==> src/rtl/clk_div_ctrl.sv <==
// rtl/clk_div_ctrl.sv - programmable glitch-free clock divider with valid/ready reconfiguration
module clk_div_ctrl #(
    parameter int CNT_W    = 8,
    parameter int DEF_DIV  = 5,
    parameter int DEF_HIGH = 2
) (
    input  logic             clk,
    input  logic             rst,
    input  logic             en,
    input  logic             cfg_valid,
    output logic             cfg_ready,
    input  logic [CNT_W-1:0] cfg_div,
    input  logic [CNT_W-1:0] cfg_high,
    input  logic             cfg_half,
    output logic             clk_out,
    output logic             tick,
    output logic             cfg_err,
    output logic             running
);

    typedef enum logic [1:0] {IDLE, RUN, DRAIN} state_t;

    localparam logic [CNT_W-1:0] ONE = CNT_W'(1);
    localparam logic [CNT_W-1:0] TWO = CNT_W'(2);

    state_t           state;
    logic [CNT_W-1:0] cnt;
    logic [CNT_W-1:0] div;
    logic [CNT_W-1:0] high;
    logic             half;
    logic [CNT_W-1:0] pend_div;
    logic [CNT_W-1:0] pend_high;
    logic             pend_half;
    logic             pending;
    logic             out_p;
    logic             out_n;

    logic             wrap;
    logic             apply;
    logic             cfg_ok;
    logic             cfg_take;
    logic [CNT_W-1:0] cnt_nxt;
    logic [CNT_W-1:0] high_nxt;

    always_comb begin
        wrap     = (cnt == div - ONE);
        cnt_nxt  = wrap ? '0 : cnt + ONE;
        // Pending config lands at a period boundary, or at any edge while idle.
        apply    = pending && ((state == IDLE) || wrap);
        high_nxt = apply ? pend_high : high;
        cfg_ok   = (cfg_div >= TWO) && (cfg_high != '0) && (cfg_high < cfg_div);
        cfg_take = cfg_valid && cfg_ready;
    end

    always_ff @(posedge clk) begin
        if (rst) begin
            state     <= IDLE;
            cnt       <= '0;
            out_p     <= 1'b0;
            tick      <= 1'b0;
            cfg_err   <= 1'b0;
            cfg_ready <= 1'b1;
            pending   <= 1'b0;
            running   <= 1'b0;
            div       <= CNT_W'(DEF_DIV);
            high      <= CNT_W'(DEF_HIGH);
            half      <= 1'b0;
            pend_div  <= '0;
            pend_high <= '0;
            pend_half <= 1'b0;
        end else begin
            tick    <= 1'b0;
            cfg_err <= 1'b0;

            if (apply) begin
                div       <= pend_div;
                high      <= pend_high;
                half      <= pend_half;
                pending   <= 1'b0;
                cfg_ready <= 1'b1;
            end

            // cfg_ready is the inverse of pending, so a transfer never collides with apply.
            if (cfg_take) begin
                if (cfg_ok) begin
                    pend_div  <= cfg_div;
                    pend_high <= cfg_high;
                    pend_half <= cfg_half;
                    pending   <= 1'b1;
                    cfg_ready <= 1'b0;
                end else begin
                    cfg_err <= 1'b1;
                end
            end

            case (state)
                IDLE: begin
                    cnt   <= '0;
                    out_p <= 1'b0;
                    if (en) begin
                        state   <= RUN;
                        out_p   <= 1'b1;
                        tick    <= 1'b1;
                        running <= 1'b1;
                    end
                end
                RUN, DRAIN: begin
                    if ((state == DRAIN) && !en && wrap) begin
                        state   <= IDLE;
                        cnt     <= '0;
                        out_p   <= 1'b0;
                        tick    <= 1'b0;
                        running <= 1'b0;
                    end else begin
                        state   <= en ? RUN : DRAIN;
                        cnt     <= cnt_nxt;
                        out_p   <= (cnt_nxt < high_nxt);
                        tick    <= (cnt_nxt == '0);
                        running <= 1'b1;
                    end
                end
                default: begin
                    state   <= IDLE;
                    cnt     <= '0;
                    out_p   <= 1'b0;
                    running <= 1'b0;
                end
            endcase
        end
    end

    // Half-cycle extension: trailing copy of out_p, sampled on the falling edge.
    always_ff @(negedge clk) begin
        if (rst) begin
            out_n <= 1'b0;
        end else begin
            out_n <= out_p;
        end
    end

    assign clk_out = out_p | (half & out_n);

endmodule
==> config.mk <==
export PLATFORM = sky130hd
export DESIGN_NAME = clk_div_ctrl
export DESIGN_NICKNAME = d
export VERILOG_FILES = /design/src/rtl/clk_div_ctrl.sv
export SDC_FILE = /design/constraint.sdc
export NUM_CORES = 1
export LEC_CHECK = 0
export ABC_AREA = 1
export CORE_ASPECT_RATIO = 1.2
export CORE_MARGIN = 10
export CORE_UTILIZATION = 40
export DETAILED_ROUTE_END_ITERATION = 6
export REMOVE_ABC_BUFFERS = 1
export SLEW_MARGIN = 10
export SYNTH_ARGS = -nofsm -noshare
export SYNTH_HDL_FRONTEND = slang
export SYNTH_SLANG_ARGS = --single-unit
export TNS_END_PERCENT = 50
==> constraint.sdc <==
create_clock -name clk -period 2.8 [get_ports clk]
set_input_delay 0.56 -clock clk [delete_from_list [all_inputs] [get_ports clk]]
set_output_delay 0.56 -clock clk [all_outputs]
set_load 0.01 [all_outputs]
---- After elaboration in Yosys (flattened, before gate mapping) ----
Index checks and enable logic that the tools add are counted.
storage, ports and cells
  register bits ........................... 51
  bits of input ports ..................... 21
  output and inout port bits .............. 5
  logic and storage cells ................. 64
cells by class
  add/sub/neg operators ................... 2
  order comparisons ....................... 3
  equal/unequal tests ..................... 4
  mux-type cells .......................... 21
  bitwise operators ....................... 4
  reductions and logical operators ........ 15
operator list
  kind                                                                count
  less-than comparator 8 bit                                          2
  two-way mux 8 bit                                                   2
  two-way mux 1 bit                                                   12
  adder 8 x 1 -> 8 bit (second input constant)                        1
  == test 8 bit                                                       1
  greater-or-equal comparator 8 x 2 -> 1 bit (second input constant)  1
  logical NOT 8 bit                                                   1
  nonzero test 8 bit                                                  1
  subtractor 8 x 1 -> 8 bit (second input constant)                   1
  logical AND 1 bit                                                   6
  two-way mux 2 bit                                                   3
  case mux 1 bit (2 select lines)                                     3
  case mux 2 bit (2 select lines)                                     1
  OR reduction 2 bit                                                  2
  OR reduction 3 bit                                                  1
  == test 2 x 1 -> 1 bit (second input constant)                      1
  == test 2 bit (second input constant)                               1
  logical NOT 2 bit                                                   1
  inequality test 2 bit (second input constant)                       1
  inverter 1 bit                                                      2
  AND reduction 2 bit                                                 1
  bitwise AND 1 bit                                                   1
  logical NOT 1 bit                                                   1
  logical OR 1 bit                                                    1
  bitwise OR 1 bit                                                    1

---- Depth between registers and ports, before layout ----
  depth after elaboration ................. 8
  depth in mapped cells ................... 24
  depth with buffers taken out ............ 23

==> results.yml <==
power:
  ir_worst_vdd_uv: 441.3
  power_density_nw_per_um2: 524.6
  leakage_nw: 1.520
routing:
  wl_met1_um: 2646
  routed.top_layer: "met4"
  routed_via_density: 4.748
  wl_per_cell_um: 11.80
  drcViolationCount: 0
  drt_first_pass_iters: 4
  met2_length_um: 2784
  wl_um: 5769
  vias: 2322
  dr_wl_met3_um: 207
  ant_nets: 0
  first_iter_violations: 88
layout:
  final_util_pct: 49.00
  area_growth_pct: 18.41
  diodes: 0
  nNetsFinal: 443
  drive_gt1_share_pct: 9.158
  fin_cells: 489
critical_path:
  cpMaxStageDelayCell: "dfxtp_1"
  slowest_delay_ns: 0.29
  arrival_ns: 2.26
  regToRegEndpoint: "out_p"
  cp_cell_sequence: "nand2_1, nand2_1, buf_2"
  cp_top_family: "flip-flops"
  reg2reg_slack_ns: 0.28
  cp.buffers_inverters: 1
  critical_path_class: "reg -> out"
  end_kind: "primary output"
  cpMostUsedCell: "nand2_1"
  critPathRequiredTime_ns: 2.24
  path_max_fanout: 1
  worstReg2RegStart: "div[0]"
  worst_setup_path_start_kind: "flop"
  r2r_cells: 21
placement:
  portBuffers: 25
  globalplace.congestion: 0.8070
  dp_hpwl_um: 4576
  dp_cells: 481
yosys:
  ys.flop_type: "dfxtp_1"
  seq_area_frac_synth_pct: 38.04
  muxShareOfSynthArea_pct: 0
  yosysMostFrequentCell: "nand2_1"
  synth_top_family_by_area: "simple AND/OR/NAND/NOR gates"
  synth_edf_count: 0
  avgSynthCellArea_um2: 7.157
  synthTopCellsByArea: "dfxtp_1, ha_1, nand2_1"
  netlist_area_um2: 2684
  synth.distinct_cells: 34
  synth_seq_cells: 51
  synth-xor-area-share_pct: 3.263
  synthArstFlopShare_pct: 0
  synth_compound_area_share_pct: 14.41
  synth-simple-area-share_pct: 24.71
  ys_warn_count: 0
  yosysTopAreaCell: "dfxtp_1"
  synthAdderAreaFrac_pct: 8.858
  yosys-top-cells-count: "nand2_1, inv_1, dfxtp_1"
  yosysTopAreaCellShare_pct: 38.04
  synthCells: 375
worst_hold_path:
  hp-class: "reg -> reg"
  hold_start: "pend_div[0]"
  worstHoldEndpoint: "pend_div[0]"
  whs_path_depth: 2
floorplan:
  die_y_um: 109.7
  start_util_pct: 41.38
  die_w_um: 94.78
  io_pins: 26
  rows: 32
  core_area_um2: 6486
  die-area_um2: 10400
global_route:
  grt_pass1_wl_um: 9811
  antenna_found_initial: 0
  grt_pass1_vias: 2254
  grtUsageTotal_pct: 11.69
  grt_max_degree: 37
  gr-total-overflow: 0
clock_tree:
  clk_path_buf_depth: 2
  holdBufCountCts: 0
  cts_tree: "built"
  cts.sinks: 51
  path_clk_slew_ns: 0.09
  cts_made_buffers: 5
  root_buffer: "clkbuf_8"
  insertion_delay_ns: 0.35
  cts_setup_buffers: 0
  h-tree-depth: 2
timing:
  hold_viol: 0
  tightest_slew_ns: 0.2891
  slew_violations: 0
  rsz0062_at_grt: "true"
  setup_viol: 1
  slew_headroom_pct: 80.52
  worst_slack_ns: -0.01967
  finClkSkew_ns: 0.05395
run:
  drv_cap: 0
run_status:
  violations: "negative setup slack"
  status: "complete, but fails checks"
final cells by class:
type | instances | area, µm²
clock buffer | 6 | 93.84
inverter | 62 | 237.7
fill | 677 | 3308
multi-input combinational | 250 | 1391
sequential | 51 | 1021
tap | 85 | 106.4
clock inverter | 3 | 17.52
timing repair buffer | 32 | 310.3
cells in the final DEF (no fill, tap or decap), types with 4 or more instances in the layout:
master           instances
xor2_1                   5
inv_2                    5
clkbuf_8                 5
a21oi_1                 34
inv_1                   56
nand2_1                 61
o21ai_0                 26
buf_4                    6
ha_1                    18
nor2_1                  43
o21ai_1                  4
nand3_1                 23
clkdlybuf4s50_1         24
nand2_2                  4
dfxtp_1                 51
xnor2_1                  5
tightest hold or removal path: stages (launching register included):
cell,delay [ns]
dfxtp_1,0.31
inv_1,0.05
a21oi_1,0.05
how the worst max path moves through the flow:
stage | startpoint | endpoint | slack (ns) | cells past startpoint
after detailed placement | out_n | clk_out | -0.07 | 3
after global placement | out_n | clk_out | -0.07 | 3
after global routing | out_n | clk_out | -0.06 | 3
after floorplan | cfg_div[1] | pend_div[0] | 0.27 | 9
final | out_n | clk_out | -0.02 | 3
after CTS | out_n | clk_out | -0.03 | 3
cell families after synthesis:
kind of cell / after synthesis
buf+inv: 74
fa+ha+maj: 19
flops: 51
xor+xnor: 10
simple gates: 148
compound gates: 73
state kept, by name, summed over array words and instances, names as in the netlist, 2 cells and up:
signal     cells
pend_high      8
cnt            8
div            8
high           8
state          2
pend_div       8
report_power, final:
group          switching [W]  internal, W
Sequential         0.0000315     0.000783
Combinational       0.000212     0.000159
Clock               0.000249     0.000232
repair_timing:
item / in CTS / in global routing
pin swaps: 1 / 0
setup endpoints to repair: 1 / 2
gates resized for setup: 4 / 6
cloned: 0 / 0
through the flow:
step           instance area (µm²)  worst slack (ns)  hold WS (ns)  power, W  TNS [ns]
6_report                      3178          -0.01967        0.4502  0.001667  -0.01967
3_3_place_gp                  3054          -0.07414        0.4373  0.001199  -0.07414
2_1_floorplan                 2633            0.2657        0.4266  0.001073         0
3_5_place_dp                  3054          -0.07367        0.4416  0.001206  -0.07367
4_1_cts                       3157          -0.03412        0.4534  0.001682  -0.03412
5_1_grt                       3178          -0.06220        0.4905  0.001771  -0.06220
metal layers:
layer / vias to the layer above / track usage [%]
met5: - / 0
met4: 0 / 4.176
met3: 10 / 3.001
met2: 31 / 21.12
met1: 1032 / 12.87
li1: 1249 / -
(Power assumes the default switching activity.)
